`src/rtl/spi_fetch_pkg.sv`:
```
// Shared types and constants for the SPI instruction fetch buffer.
package spi_fetch_pkg;
  localparam int ADDR_W_DEFAULT = 24;
  localparam int INSTR_W        = 32;

  typedef enum logic [1:0] {
    WAIT_INIT = 2'd0,
    IDLE      = 2'd1,
    FETCH     = 2'd2,
    PREFETCH  = 2'd3
  } state_t;
endpackage

```
`src/rtl/spi_fetch_store.sv`:
```
// Direct-mapped word store: ENTRIES x {valid, tag, data}, one combinational
// lookup port, one write port, and a flush that clears every valid bit.
module spi_fetch_store
  import spi_fetch_pkg::*;
#(
  parameter int ADDR_W  = ADDR_W_DEFAULT,
  parameter int ENTRIES = 4
) (
  input  logic               clk,
  input  logic               rst_n,
  input  logic               i_flush,
  input  logic [ADDR_W-1:0]  i_rd_addr,
  output logic               o_rd_hit,
  output logic [INSTR_W-1:0] o_rd_data,
  input  logic               i_wr_en,
  input  logic [ADDR_W-1:0]  i_wr_addr,
  input  logic [INSTR_W-1:0] i_wr_data
);
  localparam int IDX_W = $clog2(ENTRIES);
  localparam int TAG_W = ADDR_W - IDX_W;

  logic [ENTRIES-1:0] r_valid;
  logic [TAG_W-1:0]   r_tag  [ENTRIES];
  logic [INSTR_W-1:0] r_data [ENTRIES];
  logic [IDX_W-1:0]   w_rd_idx;
  logic [IDX_W-1:0]   w_wr_idx;

  assign w_rd_idx  = i_rd_addr[IDX_W-1:0];
  assign w_wr_idx  = i_wr_addr[IDX_W-1:0];
  assign o_rd_hit  = r_valid[w_rd_idx] && (r_tag[w_rd_idx] == i_rd_addr[ADDR_W-1:IDX_W]);
  assign o_rd_data = r_data[w_rd_idx];

  // Flush has priority over a fill landing on the same edge.
  always_ff @(posedge clk or negedge rst_n) begin
    if (!rst_n) begin
      r_valid <= '0;
    end else if (i_flush) begin
      r_valid <= '0;
    end else if (i_wr_en) begin
      r_valid[w_wr_idx] <= 1'b1;
    end
  end

  always_ff @(posedge clk) begin
    if (i_wr_en && !i_flush) begin
      r_tag[w_wr_idx]  <= i_wr_addr[ADDR_W-1:IDX_W];
      r_data[w_wr_idx] <= i_wr_data;
    end
  end
endmodule

```
`src/rtl/spi_fetch_buffer.sv`:
```
// Instruction fetch buffer in front of the quad-SPI flash reader.
// Define SPI_FETCH_PREFETCH_EN to fetch addr+1 after every demand miss.
module spi_fetch_buffer
  import spi_fetch_pkg::*;
#(
  parameter int ADDR_W  = ADDR_W_DEFAULT,
  parameter int ENTRIES = 4,
  parameter int TIMEOUT = 255
) (
  input  logic               clk,
  input  logic               reset,
  input  logic [ADDR_W-1:0]  cpu_addr,
  input  logic               cpu_start,
  output logic [INSTR_W-1:0] cpu_q,
  output logic               cpu_done,
  output logic               cpu_busy,
  output logic               cpu_err,
  input  logic               flush,
  output logic [ADDR_W-1:0]  spi_address,
  output logic               spi_start,
  input  logic [INSTR_W-1:0] spi_instr,
  input  logic               spi_init_done,
  input  logic               spi_recv_done,
  output state_t             dbg_state
);
  localparam int TMR_W = $clog2(TIMEOUT + 1);

  // Handshake: spi_start is a level held for the whole FETCH/PREFETCH stay and
  // drops on the edge that samples spi_recv_done; cpu_done is a one-cycle pulse.
  state_t             r_state, w_next;
  logic [ADDR_W-1:0]  r_spi_addr, r_pend_addr, w_rd_addr, w_launch_addr;
  logic [INSTR_W-1:0] r_q, w_ans_q, w_rd_data;
  logic [TMR_W-1:0]   r_timer;
  logic               r_done, r_err, r_pend, r_discard;
  logic               w_hit, w_fill, w_ans, w_ans_err, w_launch;
  logic               w_pend_set, w_pend_clr, w_active, w_timeout;

  spi_fetch_store #(.ADDR_W(ADDR_W), .ENTRIES(ENTRIES)) u_store (
    .clk       (clk),
    .rst_n     (reset),
    .i_flush   (flush),
    .i_rd_addr (w_rd_addr),
    .o_rd_hit  (w_hit),
    .o_rd_data (w_rd_data),
    .i_wr_en   (w_fill),
    .i_wr_addr (r_spi_addr),
    .i_wr_data (spi_instr)
  );

  assign w_active    = (r_state == FETCH) || (r_state == PREFETCH);
  assign w_timeout   = (r_timer == TMR_W'(TIMEOUT - 1));
  assign spi_start   = w_active;
  assign spi_address = r_spi_addr;
  assign cpu_q       = r_q;
  assign cpu_done    = r_done;
  assign cpu_err     = r_err;
  assign cpu_busy    = (r_state == WAIT_INIT) || (r_state == FETCH) || r_pend;
  assign dbg_state   = r_state;

  always_comb begin
    w_next        = r_state;
    w_rd_addr     = cpu_addr;
    w_fill        = 1'b0;
    w_ans         = 1'b0;
    w_ans_q       = '0;
    w_ans_err     = 1'b0;
    w_launch      = 1'b0;
    w_launch_addr = cpu_addr;
    w_pend_set    = 1'b0;
    w_pend_clr    = 1'b0;
    case (r_state)
      WAIT_INIT: if (spi_init_done) w_next = IDLE;
      IDLE: begin
        // A request parked during a prefetch is re-checked against the filled store.
        w_rd_addr = r_pend ? r_pend_addr : cpu_addr;
        if (!spi_init_done) begin
          w_next     = WAIT_INIT;
          w_pend_clr = 1'b1;
        end else if (r_pend || cpu_start) begin
          w_pend_clr = 1'b1;
          if (w_hit && !flush) begin
            w_ans   = 1'b1;
            w_ans_q = w_rd_data;
          end else begin
            w_next        = FETCH;
            w_launch      = 1'b1;
            w_launch_addr = w_rd_addr;
          end
        end
      end
      FETCH: begin
        w_rd_addr = r_spi_addr + 1'b1;
        if (!spi_init_done) begin
          w_next = WAIT_INIT;
        end else if (spi_recv_done) begin
          w_fill  = !r_discard && !flush;
          w_ans   = 1'b1;
          w_ans_q = spi_instr;
          w_next  = IDLE;
`ifdef SPI_FETCH_PREFETCH_EN
          if (!(w_hit && !flush)) begin
            w_next        = PREFETCH;
            w_launch      = 1'b1;
            w_launch_addr = w_rd_addr;
          end
`endif
        end else if (w_timeout) begin
          w_ans     = 1'b1;
          w_ans_err = 1'b1;
          w_next    = IDLE;
        end
      end
`ifdef SPI_FETCH_PREFETCH_EN
      PREFETCH: begin
        if (!spi_init_done) begin
          w_next     = WAIT_INIT;
          w_pend_clr = 1'b1;
        end else begin
          if (cpu_start && !r_pend) begin
            if (w_hit && !flush) begin
              w_ans   = 1'b1;
              w_ans_q = w_rd_data;
            end else begin
              w_pend_set = 1'b1;
            end
          end
          if (spi_recv_done) begin
            w_fill = !r_discard && !flush;
            w_next = IDLE;
          end else if (w_timeout) begin
            w_next = IDLE;
          end
        end
      end
`endif
      default: w_next = WAIT_INIT;
    endcase
  end

  always_ff @(posedge clk or negedge reset) begin
    if (!reset) begin
      r_state     <= WAIT_INIT;
      r_spi_addr  <= '0;
      r_pend_addr <= '0;
      r_q         <= '0;
      r_timer     <= '0;
      r_done      <= 1'b0;
      r_err       <= 1'b0;
      r_pend      <= 1'b0;
      r_discard   <= 1'b0;
    end else begin
      r_state <= w_next;
      r_done  <= w_ans;
      r_err   <= w_ans_err;
      if (w_ans) r_q <= w_ans_q;
      if (w_launch) r_spi_addr <= w_launch_addr;
      r_timer <= (w_active && !w_launch) ? r_timer + 1'b1 : '0;
      // A flush seen mid-transaction poisons that transaction's fill only.
      if (w_launch) r_discard <= 1'b0;
      else if (w_active && flush) r_discard <= 1'b1;
      if (w_pend_set) begin
        r_pend      <= 1'b1;
        r_pend_addr <= cpu_addr;
      end else if (w_pend_clr) begin
        r_pend <= 1'b0;
      end
    end
  end
endmodule

```
`config.mk`:
```
export PLATFORM = sky130hd
export DESIGN_NAME = spi_fetch_buffer
export DESIGN_NICKNAME = d
export VERILOG_FILES = /design/src/rtl/spi_fetch_pkg.sv /design/src/rtl/spi_fetch_store.sv /design/src/rtl/spi_fetch_buffer.sv
export SDC_FILE = /design/constraint.sdc
export NUM_CORES = 1
export LEC_CHECK = 0
export ABC_AREA = 1
export ABC_CLOCK_PERIOD_IN_PS = 5820
export BUFFER_PORTS_ARGS = -buffer_cell sky130_fd_sc_hd__buf_4
export CAP_MARGIN = 20
export CELL_PAD_IN_SITES_DETAIL_PLACEMENT = 1
export CELL_PAD_IN_SITES_GLOBAL_PLACEMENT = 1
export CORE_MARGIN = 10
export CORE_UTILIZATION = 30
export DETAILED_ROUTE_END_ITERATION = 8
export GPL_TIMING_DRIVEN = 0
export HOLD_SLACK_MARGIN = 0.15
export PLACE_DENSITY_LB_ADDON = 0.1
export SYNTH_ARGS = -nofsm -noshare
export SYNTH_HDL_FRONTEND = slang
export SYNTH_HIERARCHICAL = 1
export SYNTH_SLANG_ARGS = --single-unit
```
`constraint.sdc`:
```
create_clock -name clk -period 5.82 [get_ports clk]
set_clock_uncertainty 0.05 [all_clocks]
set_input_delay 0.873 -clock clk [delete_from_list [all_inputs] [get_ports clk]]
set_output_delay 0.873 -clock clk [all_outputs]
set_load 0.03 [all_outputs]
```
==> run summary, run 1 <==
Die H = 228.6 um
# nets final = 1542
Synth-to-layout area growth = 22.93%
Die W = 228.6 um
Sw frac = 38.28%
Setup violators final = 0
Synth top area cells = edfxtp_1, dfrtp_1, nand2_1
Switching pwr = 2.853 mW
Ys async rst share = 25.26%
GRT Total Usage = 15.91%
Post-CTS setup buffer count = 0
Syn Area/Cell = 10.02 um2
Final ANT Viol Nets = 0
Worst skew pair latency = 0.55 ns
Syn Inst Count = 1303
P_int = 4.601 mW
Core Util, Final = 37.26%
Leak = 6.441 nW
GPL Wtd Cong = 0.8257
Vias in the first global route = 10400
TritonCTS Buffers = 36
Drt initial violations = 532
Floorplan row count = 76
DP Wirelength = 29530 um
CTS resizes = 0
Slew HR = 51.47%
Drt first pass iters = 5
Worst EP arrival = 5.10 ns
Longest Clk Path Bufs = 3
Fin. max-slew vios = 0
Hold WS = 0.1975 ns
Combinational share of power = 32.8%
H-tree levels = 2
Final Hold Vio Count = 0
Tmin final = 4.720 ns
Crit share post-route = 81.10%
WP data required = 6.20 ns
Clock Power Share = 28.4%
Power Density = 464.5 nW/um2
Synth Warn # = 6
Synthesized cell area = 13060 um2
CTS sink count = 289
I/O pins = 124
Highest Clock Rate = 211.9 MHz
Root buffer cell = clkbuf_16
CP endpoint kind = flip-flop
Status = finished, final reports clean
RSZ-0062 raised after global routing = no
Layout cells sized above 1 = 19.72%
First-pass GRT wire length = 64030 um
Post-synthesis sequential area ratio = 63.68%
Wire per inst = 20.00 um
Critical path fanouts, max = 10
FILL cells = 4882
Tot Pwr = 7.454 mW
N_diodes = 0
Syn_nets = 1372
Reg clk slew, reported paths = 0.06 ns
Initial Util = 30.31%
Cell area after placement = 14940 um2
Leading area contributor after synthesis = edfxtp_1
Kind of critical path = reg2reg
DR vias = 9755
Number of flops mapped to enable cells by yosys = 216
Overflow after GRT = 0
Synth cell types = 36
Final WL = 41720 um
Sequential share of power = 38.8%
Core area = 43080 um2
Max-Cap Viols = 0
Die area = 52260 um2
Fin area = 16050 um2
TNS Setup = 0 ns
Drc violations = 0
Max rail drop VDD = 0.2428 mV
FF/Latch Area = 8313 um2
Critical Path Start Type = flip-flop
Pin count of the biggest net entering global routing = 52
I/O Buffers = 123
Synth Register Bits = 289
Cts hold-fix bufs = 0
Hold WC Path Type = in2async
Ys flop type = edfxtp_1
Vias/cell = 4.676
CTS tree = yes
Post-synth top area share = 49.68%
Multi-input gate area = 4048 um2
Initial antenna violation count = 0
Slew @ Worst Pin = 0.7263 ns
==> power groups by stage <==
stage | Sequential, mW | Clock (mW) | Combinational, mW
2_1_floorplan | 3.20 | 0 | 1.17
3_3_place_gp | 2.95 | 0 | 2.45
3_5_place_dp | 2.95 | 0 | 2.50
4_1_cts | 2.92 | 2.19 | 2.51
5_1_grt | 2.95 | 2.28 | 2.72
6_report | 2.90 | 2.12 | 2.44
==> synth_stat cells (5+ instances only) <==
master and number:
buf_6 9, nor2_2 61, nand2_1 339, xor2_1 6
o22ai_1 39, inv_2 5, buf_2 10, dfrtp_1 73
nand3b_1 11, edfxtp_1 216, clkbuf_1 25, nand3_1 82
nor2_1 160, o21ai_0 124, ha_1 7, buf_4 8
inv_1 85
==> area by class of cell <==
cell class / instances / area share, %
timing repair buffer: 132 / 6.970
clock buffer: 52 / 6.315
inverter: 92 / 2.206
clock inverter: 14 / 0.6237
tap: 585 / 4.561
sequential: 289 / 51.80
multi-input combinational: 866 / 25.22
buffer: 56 / 2.308
==> worst paths after layout <==
check / startpoint / to / slack (ns) / cells after the start
hold reg to reg: r_timer[0] / r_timer[0] / 0.44 / 1
min in group clk: r_timer[0] / r_timer[0] / 0.44 / 1
max in group asynchronous: reset / spi_address[0] / 4.86 / 2
setup / recovery: dbg_state[0] / cpu_q[1] / 1.10 / 23
hold / removal: reset / cpu_q[22] / 0.20 / 1
setup reg to reg: dbg_state[0] / cpu_q[1] / 1.10 / 23
==> placed cells by master, fill, tap and decap left out, types with 2 or more instances in the layout <==
master and count:
buf_4 131, nor2_1 156, nand3_1 82, clkinv_1 5, clkinv_2 8, inv_1 85
inv_2 5, o21bai_1 3, o22ai_1 39, buf_6 9, a21oi_1 3, buf_2 10
o21ai_0 124, or2_2 2, clkbuf_1 38, nor3_1 4, nor2_4 7, clkbuf_16 38
nand3b_1 11, o21ai_1 4, xor2_1 6, edfxtp_1 216, nand2_2 4, buf_16 2
nand4_1 4, nand2_1 339, xnor2_1 4, buf_12 10, ha_1 7, dfrtp_1 73
nor2_2 61
==> sequential cells by signal, indices dropped and copies added, names as in the netlist <==
register and count:
r_discard 1, u_store/r_data 128, u_store/r_valid 4, cpu_err 1
u_store/r_tag 88, dbg_state 2, cpu_done 1, cpu_q 32
r_timer 8, spi_address 24
==> critical path, cell delays in order (launching register included) <==
cell      delay, ns
dfrtp_1        0.42
inv_1          0.09
ha_1           0.20
buf_4          0.19
inv_2          0.22
clkbuf_1       0.46
nand2_1        0.11
o21ai_0        0.28
buf_6          0.26
buf_2          0.28
nand2_1        0.09
nand3_1        0.12
nand3_1        0.08
nand2_1        0.07
nand3_1        0.15
nor2_1         0.14
nand2_1        0.06
nor2_1         0.26
nand3_1        0.21
a21oi_2        0.22
nand2_4        0.15
buf_4          0.22
nor2_1         0.22
nor2_2         0.06
==> metal layers <==
metal	GRT usage [%]	vias up	wire, um	part of all wire (%)
met1	20.37	4839	19220	46
met4	3.812	0	661	1.6
met3	3.090	42	1571	3.8
met2	27.13	157	20270	49
li1	-	4717	-	-
met5	0	-	0	0
==> logic make-up (layout without fill, tap and decap cells) <==
family          after synthesis  count (layout)  synth area share, %
simple gates                673             673                22.20
xor+xnor                     10              10               0.6709
flops                       289             289                63.68
compound gates              176             176                7.236
buf+inv                     148             346                5.549
fa+ha+maj                     7               7               0.6709
==> stage by stage <==
step           worst slack [ns]  instances
3_5_place_dp             0.9584       2020
3_3_place_gp             -1.704       2011
4_1_cts                  0.9477       2086
5_1_grt                  0.6791       2086
6_report                  1.100       2086
2_1_floorplan             1.459       1303
Power figures use the tool's default switching activity.
==> inputs of run 2 (changes only) <==
--- a/config.mk
+++ b/config.mk
@@ -5,8 +5,8 @@
 export SDC_FILE = /design/constraint.sdc
 export NUM_CORES = 1
 export LEC_CHECK = 0
-export ABC_AREA = 1
-export ABC_CLOCK_PERIOD_IN_PS = 5820
+export ABC_AREA = 0
+export ABC_CLOCK_PERIOD_IN_PS = 3780
 export BUFFER_PORTS_ARGS = -buffer_cell sky130_fd_sc_hd__buf_4
 export CAP_MARGIN = 20
 export CELL_PAD_IN_SITES_DETAIL_PLACEMENT = 1
==> constraint.sdc (replaced) <==
create_clock -name clk -period 3.78 [get_ports clk]
set_clock_uncertainty 0.05 [all_clocks]
set_input_delay 0.567 -clock clk [delete_from_list [all_inputs] [get_ports clk]]
set_output_delay 0.567 -clock clk [all_outputs]
set_load 0.03 [all_outputs]
==> run summary, run 2 <==
CTS tree = yes
Synth Warn # = 6 (unchanged)
Core Util, Final = 40.84% (+3.6 points)
Drc violations = 0 (unchanged)
Highest Clock Rate = 232.4 MHz (+9.7%)
Kind of critical path = reg2reg
Floorplan row count = 73 (-3.9%)
Ys async rst share = 25.26% (unchanged)
Post-placement setup slack = -1.801 ns (-2.759 ns)
Vias in the first global route = 8110 (-22%)
Post-synth top area share = 53.53% (+3.8 points)
Setup violators final = 66 (+66)
Commonest cells after routing, fill and taps aside = edfxtp_1, buf_4, dfrtp_1
Drt initial violations = 372 (-30%)
Biggest register = u_store/r_data
Max rail drop VDD = 0.3833 mV (+58%)
Final setup margin = -0.5233 ns (-1.623 ns)
Slew @ Worst Pin = 0.8767 ns (+0.1504 ns)
Most common cell after layout, fill and taps aside = edfxtp_1
Final WL = 33970 um (-19%)
I/O Buffers = 122 (-0.81%)
First-pass GRT wire length = 51710 um (-19%)
DR vias = 7267 (-26%)
Layout cells sized above 1 = 45.27% (+26 points)
Top cell family by delay on the critical path = simple AND/OR/NAND/NOR gates
Top-count cell post-synth = edfxtp_1
Core area = 39820 um2 (-7.6%)
Worst skew pair latency = 0.52 ns (-0.03 ns)
Initial antenna violation count = 0 (unchanged)
Syn Inst Count = 714 (-45%)
GRT Total Usage = 13.73% (-2.2 points)
HP Start = spi_instr[12]
CTS sink count = 289 (unchanged)
Reg clk slew, reported paths = 0.06 ns (about the same)
Root buffer cell = clkbuf_16
Worst hold endpoint = u_store/r_data[1][12]
Cell area after placement = 14170 um2 (-5.1%)
Number of flops mapped to enable cells by yosys = 216 (unchanged)
WP buf/inv = 6 (-1)
Fin. max-slew vios = 0 (unchanged)
CP endpoint kind = flip-flop
CP cell instances = inv_2, ha_4, clkbuf_16, clkinv_8, o21ai_4, buf_6, buf_6, mux4_2, xnor2_2, nand4_1, or4_4, nor4_4, and3b_2, o211ai_1, a31o_4, clkbuf_16, mux2_4
Crit share post-route = 113.8% (+33 points)
Reg2reg setup slack = -0.52 ns (-1.62 ns)
Critical path fanouts, max = 8 (-2)
Tmin final = 4.303 ns (-0.4170 ns)
Ys flop type = edfxtp_1
Syn Area/Cell = 16.97 um2 (+69%)
Drt first pass iters = 4 (-1)
Critical Path Start Type = flip-flop
Final ANT Viol Nets = 0 (unchanged)
Syn_nets = 783 (-43%)
Tot Pwr = 10.08 mW (+35%)
Fin area = 16260 um2 (+1.3%)
CP peak stage delay = 0.60 ns (+0.14 ns)
Die W = 221.0 um (-3.3%)
Power Density = 619.5 nW/um2 (+33%)
Initial Util = 30.43% (+0.12 points)
DP Wirelength = 22240 um (-25%)
Top post-synthesis cells by count = edfxtp_1, dfrtp_1, mux2_2
Die H = 221.0 um (-3.3%)
Vias/cell = 4.890 (+4.6%)
Max reg flops = 128 (unchanged)
Failing checks = setup timing
Worst EP arrival = 4.66 ns (-0.44 ns)
TritonCTS Buffers = 34 (-5.6%)
Longest Clk Path Bufs = 3 (unchanged)
Leak = 6.246 nW (-3.0%)
Post-synthesis sequential area ratio = 68.61% (+4.9 points)
Reg2reg path depth = 17 (-26%)
Wire per inst = 22.86 um (+14%)
Synth Register Bits = 289 (unchanged)
Slew HR = 41.55% (-9.9 points)
Synth-to-layout area growth = 34.23%
Overflow after GRT = 0 (unchanged)
H-tree levels = 2 (unchanged)
# nets final = 1005 (-35%)
N_diodes = 0 (unchanged)
Crit Reg-Reg Startpoint = dbg_state[0]
Final Hold Vio Count = 0 (unchanged)
RSZ-0062 raised after global routing = yes
Status = finished with violations
TNS Setup = -23.51 ns (-23.51 ns)
GPL Wtd Cong = 0.7308 (-11%)
Leading area contributor after synthesis = edfxtp_1
Synth cell types = 51 (+42%)
Critical R2R Capture = cpu_q[27]
Pin count of the biggest net entering global routing = 74 (+42%)
Hold WC Path Type = in2reg
Synth top area cells = edfxtp_1, dfrtp_1, mux4_2
Slowest-stage cell, CP = or4_4
Hold depth = 1
Die area = 48830 um2 (-6.6%)
Synthesized cell area = 12120 um2 (-7.2%)
I/O pins = 124 (unchanged)
Max-Cap Viols = 0 (unchanged)
WP data required = 4.14 ns (-2.06 ns)
-- run 2: changes by cell type after synthesis, sizes merged, moves of 37 or more --
cell and delta:
mux4 +47, nand2 -329, o21ai -121, nand3 -69, inv -77, o22ai -37, mux2 +58, nor2 -189
-- run 2: worst max-delay path by stage --
stage / endpoint / from / cells after the start
6_report: cpu_q[27] / dbg_state[0] / 17
2_1_floorplan: cpu_q[0] / dbg_state[0] / 19
3_5_place_dp: cpu_q[16] / spi_address[0] / 15
5_1_grt: cpu_q[27] / spi_address[1] / 15
4_1_cts: cpu_q[1] / dbg_state[0] / 18
3_3_place_gp: u_store/r_data[1][17] / spi_init_done / 8
-- run 2: where the power goes --
| part | internal (mW) | leakage, nW | switching [mW] | total [mW] |
|---|---|---|---|---|
| Clock | 2.04 | 0.552 | 1.26 | 3.30 |
| Sequential | 3.75 | 2.89 | 0.296 | 4.04 |
| Combinational | 1.26 | 2.80 | 1.47 | 2.73 |
-- run 2: area by class of cell --
class                           instances  area, um2
Clock inverter                         13      173.9
Timing Repair Buffer                  189       1772
Fill cell                            3992      23560
Buffer                                 33      327.8
Multi-Input combinational cell        375       3980
Tap cell                              525      656.9
Inverter                               14      65.06
Clock buffer                           48      954.7
Sequential cell                       289       8334
-- run 2: layer usage --
layer | wire length (um) | vias up | global-route usage [%]
met5 | 0 | - | 0
met4 | 538 | 0 | 3.743
met3 | 1453 | 36 | 2.650
met2 | 17330 | 135 | 23.77
met1 | 14640 | 3825 | 17.10
li1 | - | 3271 | -
-- run 2: worst reg2reg max path: stages (launching register included) --
cell       delay, ns
dfrtp_2         0.40
inv_2           0.08
ha_4            0.15
clkbuf_16       0.16
clkinv_8        0.06
o21ai_4         0.11
buf_6           0.15
buf_6           0.11
mux4_2          0.52
xnor2_2         0.19
nand4_1         0.15
or4_4           0.60
nor4_4          0.27
and3b_2         0.25
o211ai_1        0.12
a31o_4          0.33
clkbuf_16       0.20
mux2_4          0.29
-- run 2: cell families after synthesis --
| logic type | Yosys count | share of synthesized area [%] |
|---|---|---|
| flip-flops | 289 | 68.61 |
| XOR/XNOR | 43 | 3.108 |
| multiplexers | 120 | 15.37 |
| AO/OA/AOI/OAI | 85 | 5.153 |
| buffers and inverters | 50 | 1.766 |
| AND/OR/NAND/NOR | 120 | 5.277 |
| adder cells (fa/ha/maj) | 7 | 0.7228 |
-- run 2: timing repair --
action,CTS,global route
gates resized for setup,76,32
pin swaps,16,17
setup endpoints to repair,116,83
endpoints found under the hold margin,0,32
setup buffers,41,9
hold buffers,0,1
cloned,4,1
-- run 2: stage by stage --
stage,hold slack (ns),cells
floorplan,0.2214,714
global placement,0.4101,1361
detailed placement,0.4279,1373
CTS,0.1712,1475
global route,0.1808,1486
finish,0.2033,1486
==> inputs of run 3 (changes only) <==
--- a/config.mk
+++ b/config.mk
@@ -13,10 +13,12 @@
 export CELL_PAD_IN_SITES_GLOBAL_PLACEMENT = 1
 export CORE_MARGIN = 10
 export CORE_UTILIZATION = 30
+export CTS_BUF_LIST = sky130_fd_sc_hd__clkbuf_4 sky130_fd_sc_hd__clkbuf_8
 export DETAILED_ROUTE_END_ITERATION = 8
 export GPL_TIMING_DRIVEN = 0
 export HOLD_SLACK_MARGIN = 0.15
 export PLACE_DENSITY_LB_ADDON = 0.1
+export RECOVER_POWER = 25
 export SYNTH_ARGS = -nofsm -noshare
 export SYNTH_HDL_FRONTEND = slang
 export SYNTH_HIERARCHICAL = 1
==> run summary, run 3 (synthesis gave the netlist of run 2 again) <==
Most used cell, CP = or4_4
Fin. max-slew vios = 0 (unchanged)
Setup violators final = 66 (unchanged)
Kind of critical path = reg2reg
CTS sink count = 289 (unchanged)
Slew HR = 41.88% (+0.32 points)
Slowest-stage cell, CP = or4_4
Final ANT Viol Nets = 0 (unchanged)
Final Hold Vio Count = 0 (unchanged)
Drc violations = 0 (unchanged)
WP data required = 4.23 ns (+0.09 ns)
Top cell family by delay on the critical path = simple AND/OR/NAND/NOR gates
WP buf/inv = 1 (-5)
Longest Clk Path Bufs = 3 (unchanged)
Commonest cells after routing, fill and taps aside = edfxtp_1, buf_4, clkbuf_8
Max reg flops = 128 (unchanged)
HP Start = cpu_addr[22]
# nets final = 1080 (+7.5%)
Worst EP arrival = 4.69 ns (+0.03 ns)
Layout cells sized above 1 = 42.71% (-2.6 points)
RSZ-0062 raised after global routing = yes
Status = finished with violations
Crit share post-route = 112.1% (-1.7 points)
Root buffer cell = clkbuf_8
Vias in the first global route = 8577 (+5.8%)
Crit path launch = spi_address[6]
Slew @ Worst Pin = 0.8719 ns (-0.004835 ns)
Clock Power Share = 31.9% (-0.9 points)
Initial Util = 30.43% (unchanged)
Hold WC Path Type = in2reg
Highest Clock Rate = 236.0 MHz (+1.6%)
Die H = 221.0 um (unchanged)
Pin count of the biggest net entering global routing = 74 (unchanged)
I/O pins = 124 (unchanged)
Initial antenna violation count = 0 (unchanged)
Core area = 39820 um2 (unchanged)
FF/Latch Area = 8335 um2 (about the same)
TritonCTS Buffers = 53 (+56%)
Max-Cap Viols = 0 (unchanged)
Sw frac = 31.15% (+1.0 points)
FILL cells = 4002 (+0.25%)
H-tree levels = 2 (unchanged)
Tmin final = 4.238 ns (-0.06574 ns)
Switching pwr = 3.112 mW (+2.6%)
CP cell instances = nand4_4, or4_4, or3_1, a31oi_4, xnor2_2, nand4_1, or4_4, nor4_4, and3b_2, o211ai_1, a31o_4, buf_12, mux2_4
Die area = 48830 um2 (unchanged)
CP endpoint kind = flip-flop
Leak = 6.448 nW (+3.2%)
Overflow after GRT = 0 (unchanged)
GPL Wtd Cong = 0.7308 (unchanged)
Combinational share of power = 27.6% (+0.5 points)
CTS tree = yes
Biggest register = u_store/r_data
Max rail drop VDD = 0.4270 mV (+11%)
GRT Total Usage = 13.92% (+0.20 points)
Floorplan row count = 73 (unchanged)
TNS Setup = -21.03 ns (+2.482 ns)
Sequential share of power = 40.5% (+0.4 points)
Critical Path Start Type = flip-flop
Drt first pass iters = 4 (unchanged)
DP Wirelength = 22240 um (unchanged)
Final setup margin = -0.4575 ns (+0.06574 ns)
Drt initial violations = 353 (-5.1%)
Crit Reg-Reg Startpoint = spi_address[6]
Final WL = 34550 um (+1.7%)
Hold WS = 0.2039 ns (+0.0006520 ns)
I/O Buffers = 122 (unchanged)
Worst skew pair latency = 0.63 ns (+0.11 ns)
Most common cell after layout, fill and taps aside = edfxtp_1
Cell area after placement = 14170 um2 (unchanged)
Die W = 221.0 um (unchanged)
DR vias = 7605 (+4.7%)
First-pass GRT wire length = 52910 um (+2.3%)
Critical path fanouts, max = 10 (+2)
Vias/cell = 4.810 (-1.6%)
Synth-to-layout area growth = 38.24%
N_diodes = 0 (unchanged)
Fin area = 16750 um2 (+3.0%)
Power Density = 596.5 nW/um2 (-3.7%)
Reg clk slew, reported paths = 0.06 ns (about the same)
Wire per inst = 21.86 um (-4.4%)
Multi-input gate area = 3980 um2 (unchanged)
Failing checks = setup timing
CP peak stage delay = 0.65 ns (+0.05 ns)
P_int = 6.879 mW (-2.3%)
==> run 3: per-stage QoR <==
step	total power, mW	util, %	std cells	setup WS (ns)
after floorplan	5.514	-	714	-0.2137
after global placement	6.323	34.86	1361	-2.215
after detailed placement	6.384	35.58	1373	-1.801
after CTS	10.09	41.70	1571	-0.5724
after global routing	10.49	42.06	1581	-0.5799
final	9.990	42.06	1581	-0.4575
==> run 3: power groups by stage <==
stage          sequential [mW]  combinational [mW]  clock [mW]
4_1_cts                   4.04                2.74        3.31
5_1_grt                   4.08                2.97        3.44
2_1_floorplan             4.39                1.12           0
6_report                  4.04                2.76        3.19
3_5_place_dp              4.26                2.12           0
3_3_place_gp              4.23                2.10           0
==> run 3: what timing repair did <==
action                     4_1_cts  5_1_grt
setup endpoints to repair      116       90
buffers inserted                41        8
gates cloned                     3        2
gates resized for setup         78       29
hold buffers                    58        0
pin swaps                       17       13
hold endpoints to repair       205        0
==> run 3: per-layer routing <==
metal	part of all wire (%)	global-route usage, %
met4	1.9	3.677
met5	0	0
met1	43	16.98
met2	51	23.99
met3	4.2	3.506
==> run 3: path summary, 6_finish.rpt <==
| path | to | slack (ns) | cells after the start |
|---|---|---|---|
| max in group asynchronous | spi_address[5] | 2.61 | 3 |
| min | spi_address[22] | 0.20 | 3 |
| min in group asynchronous | cpu_q[24] | 0.42 | 2 |
| min reg2reg | u_store/r_valid[2] | 0.44 | 1 |
| max | cpu_q[12] | -0.46 | 13 |
| max reg2reg | cpu_q[12] | -0.46 | 13 |
==> run 3: area by class of cell <==
type / instances / share of cell area (%)
buffer: 33 / 1.972
multi-input combinational: 375 / 23.76
inverter: 14 / 0.3884
sequential: 289 / 49.76
clock inverter: 18 / 0.9711
clock buffer: 82 / 5.879
tap: 525 / 3.922
timing repair buffer: 245 / 13.34
==> run 3: worst min-delay path: cells and delay by family <==
family | cells | cell delay (ns)
buf+inv | 2 | 0.14
compound gates | 1 | 0.14
